==> config.mk <==
export PLATFORM = sky130hd
export DESIGN_NAME = run_controller
export DESIGN_NICKNAME = d
export VERILOG_FILES = /design/src/rtl/run_controller.sv
export SDC_FILE = /design/constraint.sdc
export NUM_CORES = 1
export LEC_CHECK = 0
export ABC_AREA = 1
export ABC_CLOCK_PERIOD_IN_PS = 5400
export BUFFER_PORTS_ARGS = -buffer_cell sky130_fd_sc_hd__buf_4
export CORE_MARGIN = 3
export CORE_UTILIZATION = 31
export DETAILED_ROUTE_END_ITERATION = 16
export GPL_TIMING_DRIVEN = 0
export MAX_ROUTING_LAYER = met4
export PLACE_DENSITY_LB_ADDON = 0.25
export SLEW_MARGIN = 25
export SYNTH_ARGS = -nofsm -noshare
export SYNTH_HDL_FRONTEND = slang
export SYNTH_SLANG_ARGS = --single-unit
==> constraint.sdc <==
create_clock -name clk -period 5.4 [get_ports clk]
set_input_delay 1.62 -clock clk [delete_from_list [all_inputs] [get_ports clk]]
set_output_delay 1.62 -clock clk [all_outputs]
set_load 0.05 [all_outputs]
==> src/rtl/run_controller.sv <==
// Run controller: sequences a bounded processor run through IDLE -> RUN -> DRAIN -> DONE.
// A run ends on a processor halt, a stalled program counter, or the cycle budget,
// and the cause is latched in halted/timeout.
module run_controller #(
  parameter int unsigned CNT_W      = 32,
  parameter int unsigned RUNTIME    = 100,
  parameter int unsigned DRAIN      = 1,
  parameter int unsigned PC_W       = 32,
  parameter int unsigned IDLE_LIMIT = 8
) (
  input  logic             clk,
  input  logic             reset,
  input  logic             start,
  input  logic             halt_req,
  input  logic [PC_W-1:0]  pc,
  input  logic             pc_valid,
  output logic             complete,
  output logic             finish,
  output logic [1:0]       state,
  output logic [CNT_W-1:0] cycles,
  output logic             timeout,
  output logic             halted
);

  localparam int unsigned STALL_W = 32;
  localparam int unsigned DRAIN_W = 8;

  // RUN ends once the budget minus the drain window has been spent.
  localparam logic [CNT_W-1:0]   BUDGET      = CNT_W'(RUNTIME - DRAIN);
  localparam logic [STALL_W-1:0] STALL_LIMIT = STALL_W'(IDLE_LIMIT);
  localparam logic [DRAIN_W-1:0] DRAIN_LAST  = DRAIN_W'(DRAIN - 1);

  typedef enum logic [1:0] {
    S_IDLE  = 2'd0,
    S_RUN   = 2'd1,
    S_DRAIN = 2'd2,
    S_DONE  = 2'd3
  } state_t;

  state_t             state_q, state_d;
  logic [CNT_W-1:0]   cycles_q, cycles_d;
  logic               timeout_q, timeout_d;
  logic               halted_q, halted_d;
  logic               complete_q, complete_d;
  logic               finish_q, finish_d;
  logic [STALL_W-1:0] stall_q, stall_d;
  logic [PC_W-1:0]    last_pc_q, last_pc_d;
  logic               have_pc_q, have_pc_d;
  logic [DRAIN_W-1:0] drain_q, drain_d;

  logic [CNT_W-1:0]   cycles_inc;
  logic               stall_hit;
  logic               budget_hit;

  // Next-state, counters and exit-cause selection.
  always_comb begin
    state_d    = state_q;
    cycles_d   = cycles_q;
    timeout_d  = timeout_q;
    halted_d   = halted_q;
    stall_d    = stall_q;
    last_pc_d  = last_pc_q;
    have_pc_d  = have_pc_q;
    drain_d    = drain_q;
    cycles_inc = (cycles_q == '1) ? cycles_q : cycles_q + CNT_W'(1);
    stall_hit  = 1'b0;
    budget_hit = 1'b0;

    unique case (state_q)
      S_IDLE, S_DONE: begin
        if (start) begin
          state_d   = S_RUN;
          cycles_d  = '0;
          timeout_d = 1'b0;
          halted_d  = 1'b0;
          stall_d   = '0;
          have_pc_d = 1'b0;
        end
      end
      S_RUN: begin
        cycles_d = cycles_inc;
        // The first valid pc of a run only establishes the reference value.
        if (pc_valid) begin
          if (have_pc_q && (pc == last_pc_q)) begin
            stall_d = (stall_q == '1) ? stall_q : stall_q + STALL_W'(1);
          end else begin
            stall_d = '0;
          end
          last_pc_d = pc;
          have_pc_d = 1'b1;
        end
        stall_hit  = (IDLE_LIMIT != 0) && (stall_d == STALL_LIMIT);
        budget_hit = (cycles_inc >= BUDGET);
        // Halt and stall take priority over the budget.
        if (halt_req || stall_hit) begin
          state_d   = S_DRAIN;
          halted_d  = 1'b1;
          timeout_d = 1'b0;
          drain_d   = '0;
        end else if (budget_hit) begin
          state_d   = S_DRAIN;
          timeout_d = 1'b1;
          drain_d   = '0;
        end
      end
      S_DRAIN: begin
        if (drain_q == DRAIN_LAST) begin
          state_d = S_DONE;
        end else begin
          drain_d = drain_q + DRAIN_W'(1);
        end
      end
      default: begin
        state_d = S_IDLE;
      end
    endcase

    complete_d = (state_d == S_DRAIN);
    finish_d   = (state_d == S_DONE);
  end

  // State and output registers, cleared asynchronously by reset.
  always_ff @(posedge clk or posedge reset) begin
    if (reset) begin
      state_q    <= S_IDLE;
      cycles_q   <= '0;
      timeout_q  <= 1'b0;
      halted_q   <= 1'b0;
      complete_q <= 1'b0;
      finish_q   <= 1'b0;
      stall_q    <= '0;
      last_pc_q  <= '0;
      have_pc_q  <= 1'b0;
      drain_q    <= '0;
    end else begin
      state_q    <= state_d;
      cycles_q   <= cycles_d;
      timeout_q  <= timeout_d;
      halted_q   <= halted_d;
      complete_q <= complete_d;
      finish_q   <= finish_d;
      stall_q    <= stall_d;
      last_pc_q  <= last_pc_d;
      have_pc_q  <= have_pc_d;
      drain_q    <= drain_d;
    end
  end

  assign state    = state_q;
  assign cycles   = cycles_q;
  assign timeout  = timeout_q;
  assign halted   = halted_q;
  assign complete = complete_q;
  assign finish   = finish_q;

endmodule

==> flow_summary.toml <==
[sta]
hold_viol = 0
relSlewSlack = 0.424
drv_slew = 0
post-route-period-util = 0.678
finalSetupViolations = 0
tns_ns = 0
fin_crit_ns = 3.66
hold_slack_ns = 0.517
rsz0062_at_grt = "no"
fin_skew_ns = 0.00627
fmax_ghz = 0.273
worstMarginPinSlew_ns = 0.860
fin_ws_ns = 1.74

[die]
ios = 75
dieWidth_um = 166
std_cell_rows = 57
initial_core_util = 0.321
die_y_um = 166
dieArea_um2 = 27500
core_um2 = 24700

[place]
gp_congestion = 0.954
place_ws_ns = 1.33
port_buffers = 74
place_hpwl_mm = 18.0
dp_cells = 1592

[yosys]
async_flop_share = 1.00
yosysSeqAreaShare = 0.351
ys.flop_type = "dfrtp_1"
avgSynthCellArea_um2 = 6.64
synth_warnings = 0
syn_area_um2 = 7920
synth_edf_count = 0
synth_seq_cells = 111
synth_cell_types = 44
synth.net_count = 1236
synth_cells = 1193

[outcome]
status = "complete, no violations"

[setup_path]
rr_startpoint = "state[0]"
r2r_setup_slack_ns = 2.12
worstReg2RegEnd = "stall_q[17]"
cp_slowest_cell = "buf_2"
rr_worst_depth = 10
startpoint_type = "primary input"
slowest_delay_ns = 0.30
crit_arrival_ns = 3.97
startpoint = "pc[2]"
cp.required_ns = 5.71
path_max_fanout = 10
setup.worst_path.class = "in2reg"
end_kind = "flip-flop"
crit_chain = "buf_4, xor2_1, nor2_1, nand3_1, nor2_1, nand3_1, nand2_1, buf_2, nand3_1, nand2_1, nor2_2, nand2_2, nor2_4, a21oi_4, nand3_4, nand2_4, nand2_2, nand2_1"

[clock_network]
path_clk_slew_ns = 0.08
post_cts_buffers = 0
clk_latency_ns = 0.37
cts_inserted_buffers = 9
h-tree-depth = 3
clock-root-buffer = "clkbuf_16"
cts_resized = 0
cts_hold_buf = 0
clk_path_buf_depth = 2
cts_tree = "built"
clock-sinks = 111

[drt]
ant_nets = 0
vias_per_cell = 4.86
drt_iter0_drc = 451
post_drt_wl_per_cell_um = 14.7
drt_pass1_iterations = 5
vias = 7807
drcViolationCount = 0
wirelength_mm = 23.7

[final_layout]
seq_area_um2 = 2780
syn2layout_area_growth_pct = 16.6
multiInputGateArea_um2 = 4290
finalNetCount = 1322
diodes = 0
stdcell_count = 1608
fill_cells = 2724
post-route-util = 0.374
drive_gt1_frac = 0.140

[power]
ir_drop_mv = 0.297
power_density_nw_per_um2 = 331
power.leakage_nw = 4.60

[grt]
track_usage = 0.177
antenna_found_initial = 0
grt_max_degree = 62
overflow = 0
grt_pass1_wl_mm = 38.6
grt_pass1_vias = 7517

[worst_hold_path]
min_to = "last_pc_q[6]"
min_from = "last_pc_q[6]"
min_path_cells = 2
min_path_type = "reg2reg"

[flow_run]
drv_cap = 0
-- routing by layer --
| metal | share of wire | GRT usage | vias up |
|---|---|---|---|
| li1 | - | - | 3955 |
| met1 | 0.48 | 0.232 | 3617 |
| met2 | 0.46 | 0.282 | 189 |
| met3 | 0.039 | 0.0288 | 46 |
| met4 | 0.028 | 0.0564 | 0 |
| met5 | 0 | - | - |
-- registers in the layout (all words and copies together), names as in the netlist --
signal     count
cycles        32
last_pc_q     32
stall_q       32
drain_q        8
state          2
complete       1
finish         1
halted         1
have_pc_q      1
timeout        1
-- synthesized netlist by cell type (all sizes together) (2+ instances only) --
cell | n | area, µm²
a21oi | 11 | 70.1
buf | 12 | 82.6
clkbuf | 19 | 71.3
dfrtp | 111 | 2780
ha | 6 | 75.1
inv | 183 | 689
mux2 | 8 | 90.1
nand2 | 408 | 1650
nand3 | 97 | 528
nand3b | 7 | 52.6
nand4 | 24 | 150
nor2 | 131 | 607
nor3 | 22 | 115
nor4 | 2 | 12.5
o21ai | 76 | 384
o22ai | 38 | 238
or2 | 2 | 12.5
xnor2 | 10 | 87.6
xor2 | 20 | 183
-- report_power, final --
group	switching, W	total, W	internal [W]
logic	0.000838	0.00120	0.000366
registers	0.000131	0.00111	0.000984
clock network	0.000366	0.000738	0.000372
total	0.00133	0.00306	0.00172
-- area by class of cell --
| class | count | area share |
|---|---|---|
| repair buffers | 75 | 0.0632 |
| clock buffers | 9 | 0.0244 |
| clock inverters | 7 | 0.00990 |
| well taps | 324 | 0.0439 |
| inverters | 184 | 0.0759 |
| plain buffers | 31 | 0.0167 |
| flip-flops and latches | 111 | 0.301 |
| multi-input cells | 867 | 0.465 |
-- critical path, delay by kind of cell --
kind	cells	cell delay (ns)
compound gates	1	0.17
xor+xnor	1	0.16
buf+inv	2	0.42
simple gates	14	1.59
-- cells by family (layout without fill, tap and decap cells) --
| group | Yosys count | count (layout) | synth area share |
|---|---|---|---|
| muxes | 8 | 8 | 0.0114 |
| adders and majority gates | 6 | 6 | 0.00948 |
| xor gates and xnor gates | 30 | 30 | 0.0341 |
| buffers and inverters | 215 | 306 | 0.107 |
| DFF | 111 | 111 | 0.351 |
| AOI/OAI and AO/OA | 128 | 128 | 0.0904 |
| and+or+nand+nor | 695 | 695 | 0.397 |
-- cells in the final DEF (no fill, tap or decap), types with 10 or more instances in the layout --
cell / n
buf_4: 76
clkbuf_1: 19
dfrtp_1: 111
inv_1: 178
nand2_1: 376
nand2_2: 28
nand3_1: 90
nand4_1: 24
nor2_1: 112
nor3_1: 21
o21ai_0: 72
o22ai_1: 38
xnor2_1: 10
xor2_1: 19
-- worst max-delay path by stage --
stage	endpoint	slack, ns	depth (start not counted)
detailed placement	drain_q[2]	1.33	18
finish	drain_q[4]	1.74	18
global placement	stall_q[13]	-0.90	2
global route	drain_q[2]	1.44	18
floorplan	complete	0.85	1
CTS	drain_q[4]	1.71	17
-- per-stage QoR --
step | cell area (µm²) | power (W)
global placement | 8880 | 0.00232
CTS | 9230 | 0.00309
detailed placement | 8910 | 0.00235
floorplan | 7920 | 0.00194
finish | 9230 | 0.00306
global route | 9230 | 0.00328
No activity file was read; power rests on OpenSTA's default activity.
